File: config.mk
export PLATFORM = sky130hd
export DESIGN_NAME = rand_stim_gen
export DESIGN_NICKNAME = d
export VERILOG_FILES = /design/src/rtl/rand_stim_gen_pkg.sv /design/src/rtl/rand_stim_gen_lfsr32.sv /design/src/rtl/rand_stim_gen.sv
export SDC_FILE = /design/constraint.sdc
export NUM_CORES = 1
export LEC_CHECK = 0
export CORE_AREA = 2 2 99 91
export CTS_BUF_LIST = sky130_fd_sc_hd__clkbuf_8
export DETAILED_ROUTE_END_ITERATION = 7
export DIE_AREA = 0 0 101 93
export GPL_TIMING_DRIVEN = 0
export MAX_ROUTING_LAYER = met4
export PLACE_DENSITY_LB_ADDON = 0.12
export SLEW_MARGIN = 10
export SYNTH_ARGS = -nofsm -noshare
export SYNTH_HDL_FRONTEND = slang
export SYNTH_SLANG_ARGS = --single-unit
export TNS_END_PERCENT = 10
File: constraint.sdc
create_clock -name clk -period 2.95 [get_ports clk]
set_input_delay 0.4425 -clock clk [delete_from_list [all_inputs] [get_ports clk]]
set_output_delay 0.4425 -clock clk [all_outputs]
set_load 0.1 [all_outputs]
File: src/rtl/rand_stim_gen_pkg.sv
// Shared types, constants and helper functions for the rand_stim_gen stimulus source.
package rand_stim_gen_pkg;

    typedef enum logic [1:0] {
        MODE_INC   = 2'd0,
        MODE_LFSR  = 2'd1,
        MODE_WALK1 = 2'd2,
        MODE_ALT   = 2'd3
    } mode_e;

    typedef enum logic [1:0] {
        IDLE = 2'd0,
        RUN  = 2'd1,
        DONE = 2'd2
    } state_e;

    localparam logic [31:0] LFSR_TAPS    = 32'h8020_0003;
    localparam logic [31:0] DEFAULT_SEED = 32'hACE1_2468;
    localparam logic [31:0] ALT_PATTERN  = 32'h5555_5555;

    function automatic logic [31:0] lfsr_next(input logic [31:0] cur);
        return (cur >> 1) ^ (cur[0] ? LFSR_TAPS : 32'h0);
    endfunction

    // Next set bit strictly above cur, wrapping; yields cur itself when it is the only set bit.
    function automatic logic [3:0] next_channel(input logic [15:0] mask, input logic [3:0] cur);
        logic [3:0] idx;
        logic [3:0] res;
        logic       found;
        res   = cur;
        found = 1'b0;
        for (int i = 1; i <= 16; i++) begin
            idx = cur + 4'(i);
            if (!found && mask[idx]) begin
                res   = idx;
                found = 1'b1;
            end
        end
        return res;
    endfunction

endpackage

File: src/rtl/rand_stim_gen_lfsr32.sv
// 32-bit right-shifting Galois LFSR with synchronous load and step enable.
module lfsr32 import rand_stim_gen_pkg::*; (
    input  logic        clk,
    input  logic        rst_n,
    input  logic        load,
    input  logic [31:0] seed,
    input  logic        step,
    output logic [31:0] q
);

    logic [31:0] lfsr_q;
    logic [31:0] lfsr_d;

    always_comb begin
        lfsr_d = lfsr_q;
        if (load) begin
            lfsr_d = seed;
        end else if (step) begin
            lfsr_d = lfsr_next(lfsr_q);
        end
    end

    always_ff @(posedge clk) begin
        if (!rst_n) begin
            lfsr_q <= seed;
        end else begin
            lfsr_q <= lfsr_d;
        end
    end

    assign q = lfsr_q;

endmodule

File: src/rtl/rand_stim_gen.sv
// Burst stimulus generator: patterned words tagged with a round-robin channel over valid/ready.
module rand_stim_gen import rand_stim_gen_pkg::*; #(
    parameter int          DATA_W = 8,
    parameter int          CH_NUM = 4,
    parameter int          LEN_W  = 16,
    parameter logic [31:0] SEED   = DEFAULT_SEED,
    localparam int         CH_W   = (CH_NUM > 1) ? $clog2(CH_NUM) : 1
) (
    input  logic              clk,
    input  logic              rst_n,
    input  logic              start,
    input  logic [1:0]        mode,
    input  logic [LEN_W-1:0]  burst_len,
    input  logic [CH_NUM-1:0] ch_mask,
    output logic [DATA_W-1:0] dout,
    output logic [CH_W-1:0]   dout_ch,
    output logic              dout_valid,
    input  logic              dout_ready,
    output logic              busy,
    output logic              done,
    output logic [LEN_W-1:0]  word_cnt
);

    state_e              state_q, state_d;
    mode_e               mode_q, mode_d;
    logic [LEN_W-1:0]    len_q, len_d;
    logic [CH_NUM-1:0]   mask_q, mask_d;
    logic [LEN_W-1:0]    cnt_q, cnt_d;
    logic [DATA_W-1:0]   dout_q, dout_d;
    logic [CH_W-1:0]     ch_q, ch_d;
    logic                valid_q, valid_d;
    logic                busy_q, busy_d;
    logic                done_q, done_d;
    logic                lfsr_load;
    logic                lfsr_step;
    logic [31:0]         lfsr_q;
    logic                xfer;

    lfsr32 u_lfsr (
        .clk   (clk),
        .rst_n (rst_n),
        .load  (lfsr_load),
        .seed  (SEED),
        .step  (lfsr_step),
        .q     (lfsr_q)
    );

    assign xfer = valid_q & dout_ready;

    // dout holds the word being offered, so LFSR mode presents the post-step value on each transfer.
    always_comb begin
        state_d   = state_q;
        mode_d    = mode_q;
        len_d     = len_q;
        mask_d    = mask_q;
        cnt_d     = cnt_q;
        dout_d    = dout_q;
        ch_d      = ch_q;
        valid_d   = valid_q;
        busy_d    = busy_q;
        done_d    = 1'b0;
        lfsr_load = 1'b0;
        lfsr_step = 1'b0;
        case (state_q)
            IDLE: begin
                if (start) begin
                    mode_d    = mode_e'(mode);
                    len_d     = burst_len;
                    mask_d    = ch_mask;
                    cnt_d     = '0;
                    lfsr_load = 1'b1;
                    if ((burst_len != '0) && (ch_mask != '0)) begin
                        state_d = RUN;
                        valid_d = 1'b1;
                        busy_d  = 1'b1;
                        ch_d    = CH_W'(next_channel(16'(ch_mask), 4'hF));
                        case (mode_e'(mode))
                            MODE_INC:   dout_d = '0;
                            MODE_LFSR:  dout_d = DATA_W'(SEED);
                            MODE_WALK1: dout_d = DATA_W'(1);
                            default:    dout_d = DATA_W'(ALT_PATTERN);
                        endcase
                    end else begin
                        state_d = DONE;
                        done_d  = 1'b1;
                    end
                end
            end
            RUN: begin
                if (xfer) begin
                    cnt_d     = cnt_q + LEN_W'(1);
                    ch_d      = CH_W'(next_channel(16'(mask_q), 4'(ch_q)));
                    lfsr_step = (mode_q == MODE_LFSR);
                    case (mode_q)
                        MODE_INC:   dout_d = dout_q + DATA_W'(1);
                        MODE_LFSR:  dout_d = DATA_W'(lfsr_next(lfsr_q));
                        MODE_WALK1: dout_d = (dout_q << 1) | (dout_q >> (DATA_W - 1));
                        default:    dout_d = ~dout_q;
                    endcase
                    if ((cnt_q + LEN_W'(1)) == len_q) begin
                        state_d = DONE;
                        valid_d = 1'b0;
                        busy_d  = 1'b0;
                        done_d  = 1'b1;
                    end
                end
            end
            default: begin
                state_d = IDLE;
            end
        endcase
    end

    always_ff @(posedge clk) begin
        if (!rst_n) begin
            state_q <= IDLE;
            mode_q  <= MODE_INC;
            len_q   <= '0;
            mask_q  <= '0;
            cnt_q   <= '0;
            dout_q  <= '0;
            ch_q    <= '0;
            valid_q <= 1'b0;
            busy_q  <= 1'b0;
            done_q  <= 1'b0;
        end else begin
            state_q <= state_d;
            mode_q  <= mode_d;
            len_q   <= len_d;
            mask_q  <= mask_d;
            cnt_q   <= cnt_d;
            dout_q  <= dout_d;
            ch_q    <= ch_d;
            valid_q <= valid_d;
            busy_q  <= busy_d;
            done_q  <= done_d;
        end
    end

    assign dout       = dout_q;
    assign dout_ch    = ch_q;
    assign dout_valid = valid_q;
    assign busy       = busy_q;
    assign done       = done_q;
    assign word_cnt   = cnt_q;

endmodule

==> results by group <==
Clock tree
  – Clk pin slew, worst setup/hold paths: 0.09 ns
  – Clock Latency Late Sink: 0.37 ns
  – Cts repair resizes: 0
  – H-tree Lvls: 3
  – CTS sink cnt: 84
  – CTS Buf Count: 9
  – Root Buffer Master: clkbuf_8
  – Hold Buf Count CTS: 0
  – # Post-CTS Setup Buffers: 0
  – Clk buf depth: 2
  – CTS tree: done

Timing
  – Final Hold Fails: 0
  – Max Freq: 397 MHz
  – Fin worst setup slack: ~0.43 ns
  – Hold Worst Slack: about 0.46 ns
  – Slew @ Worst Pin: 0.978 ns
  – RSZ-0062 raised after global routing: no
  – # setup viols final: 0
  – Final Skew: 0.0139 ns
  – Slew Limit Fails: 0
  – Final period utilization: 85.3%
  – TNS Setup: 0 ns
  – Crit path time final: ~2.5 ns
  – Slew margin rel.: 34.6%

Critical path
  – Reg2reg start: state_q[1]
  – R2r endpoint: dout[4]
  – Worst Path Max Fanout: 5
  – Required time worst endpoint: roughly 2.5 ns
  – Crit path launch type: flop
  – Reg2reg path depth: 8
  – Nature of the critical path endpoint: primary output
  – Reg-to-reg setup timing slack: around 0.45 ns
  – Setup CP Type: flop to primary output
  – Worst EP arrival: around 2.1 ns

Floorplanning
  – Die Area: 0.00939 mm^2
  – Core area: 0.00841 mm^2
  – Die Width: 101 um
  – Initial core utilization: 53.4%
  – Boundary Pins: 55
  – Die H: roughly 93 um
  – # rows: 32

Cells and area
  – Commonest cells after routing, fill and taps aside: 138 x nand2_1, 84 x dfxtp_1, 53 x clkdlybuf4s50_1
  – Final Core Density: 64.0%
  – Commonest non-fill, non-tap cell in the layout: nand2_1
  – Post-route insts no fill: 756
  – Total Nets Final: between 600 and 700
  – Ant. Diodes: 0
  – Final instance area: 0.00538 mm^2
  – Layout cell share with drive strength beyond 1: under 10%
  – Area grow syn2layout: 19.7%

Drt
  – DR vias/cell: between 5 and 6
  – Initial DRC Count: slightly below 300
  – Drt drc: 0
  – DR vias: 4455
  – Post-Route WL: 12000 um
  – WL/cell: roughly 16 um
  – TritonRoute pass-1 iters: 7
  – Final antenna-violating net count: 0

Min path
  – Hold Path End: u_lfsr.q[25]
  – Min-delay src: u_lfsr.q[26]
  – Hold Crit Class: flop to flop
  – Worst Hold Depth: 2

Yosys
  – Syn avg cell area: 7.68 um^2
  – Netlist cell types: 65
  – Cells after Synth: 585
  – Post-synth EDFFs: 0
  – Synth async-reset ratio: 0%
  – Seq/Total Area, Yosys: a little under two fifths
  – Main flop type after synthesis: dfxtp_1
  – Netlist area before placement: 0.00449 mm^2
  – Synthesis Warnings: 0
  – Register bit total from synthesis: 84
  – Syn Nets: 615

Power and ir drop
  – Leakage power: slightly below 2 nW
  – Worst VDD drop: between 0.0002 and 0.00025 V
  – Total power draw: 2.63 mW
  – PD cells: 489 mW/mm^2

Global route
  – First-pass GRT wire length: 19800 um
  – Number of antenna violations at the first check in global routing: 0
  – Gr usage total: 27.5%
  – Vias in the first global route: 3960
  – Grt total ovfl: 0
  – Largest net degree at the start of global routing: 17

Placed design
  – Post-DP HPWL: 8660 um
  – DP Area: 0.00515 mm^2
  – Input/output buffers: 53
  – GPL Wtd Cong: 0.893
  – Post-place setup slack: approximately 0.33 ns
  – # placed instances: 740

Outcome
  – Status: finished, final reports clean

Flow run
  – Max Cap Viol: 0
==> worst max-delay path: stages, from the launching register on <==
cell and delay, ns:
dfxtp_1 0.45, buf_4 0.15, clkdlybuf4s50_1 1.12
==> layer usage <==
layer / routed length, um / track usage [%] / share of wire (%)
met4: 144 / 7.43 / 1.2
met1: 5670 / 39.5 / 47
met2: 5290 / 40.7 / 44
met3: 856 / 4.11 / 7.2
met5: 0 / - / 0
==> synth_stat cells, types with 2 or more instances <==
cell type,instances,share of area [%]
a211oi_1,4,0.67
a21boi_0,27,4.5
a21oi_1,38,4.2
a22oi_1,5,0.84
a31oi_1,5,0.70
and2_0,2,0.28
and2_1,4,0.56
and4_1,3,0.58
buf_2,5,0.56
clkbuf_1,33,2.8
dfxtp_1,84,37
ha_1,4,1.1
inv_1,7,0.58
mux2i_1,4,0.89
nand2_1,138,12
nand2b_1,6,0.84
nand3_1,21,2.3
nand3_2,2,0.45
nand4_1,8,1.1
nor2_1,34,2.8
nor2b_1,15,2.1
nor3_1,13,1.4
nor4_1,5,0.70
nor4_2,2,0.56
o211a_1,5,1.1
o211ai_1,5,0.84
o21a_1,4,0.67
o21ai_0,26,2.9
o21bai_1,2,0.33
o22ai_1,3,0.42
o311ai_1,2,0.39
o31a_1,2,0.39
o31ai_1,4,0.67
or3_1,5,0.70
or4_1,2,0.33
xnor2_1,19,3.7
xor2_1,9,1.8
==> cells by family after synthesis <==
group / Yosys count / synth area share (%)
compound gates: 144 / 21.0
xor+xnor: 28 / 5.46
fa+ha+maj: 4 / 1.11
buf+inv: 48 / 4.40
flops: 84 / 37.4
mux: 7 / 2.23
simple gates: 270 / 28.4
==> flip-flops by register name, indices dropped and copies added, names as in the netlist <==
signal	flops
busy	1
done	1
dout	8
dout_ch	2
len_q	16
mask_q	4
mode_q	2
state_q	2
u_lfsr.q	32
word_cnt	16
==> power by group <==
group	leakage, nW	switching, mW	internal [mW]
sequential	0.683	0.0406	1.17
clock	0.112	0.471	0.490
combinational	1.15	0.299	0.165
==> how the worst max path moves through the flow <==
stage	cells past startpoint	slack, ns	endpoint	from
6_report	2	0.43	dout_valid	busy
3_3_place_gp	8	0.30	dout[4]	burst_len[8]
2_1_floorplan	10	0.03	dout_ch[1]	dout_ch[0]
5_1_grt	8	0.18	dout[5]	state_q[1]
3_5_place_dp	8	0.33	dout[5]	burst_len[3]
4_1_cts	2	0.43	dout_valid	busy
==> final cells by class <==
class | count | area, um^2
clock inverters | 7 | 105
fillers | 763 | 3030
repair buffers | 53 | 531
inverters | 7 | 26.3
plain buffers | 41 | 171
flip-flops and latches | 84 | 1680
multi-input cells | 453 | 2610
well taps | 102 | 128
clock buffers | 9 | 124
Note: power is estimated with default switching activity, not from simulation.
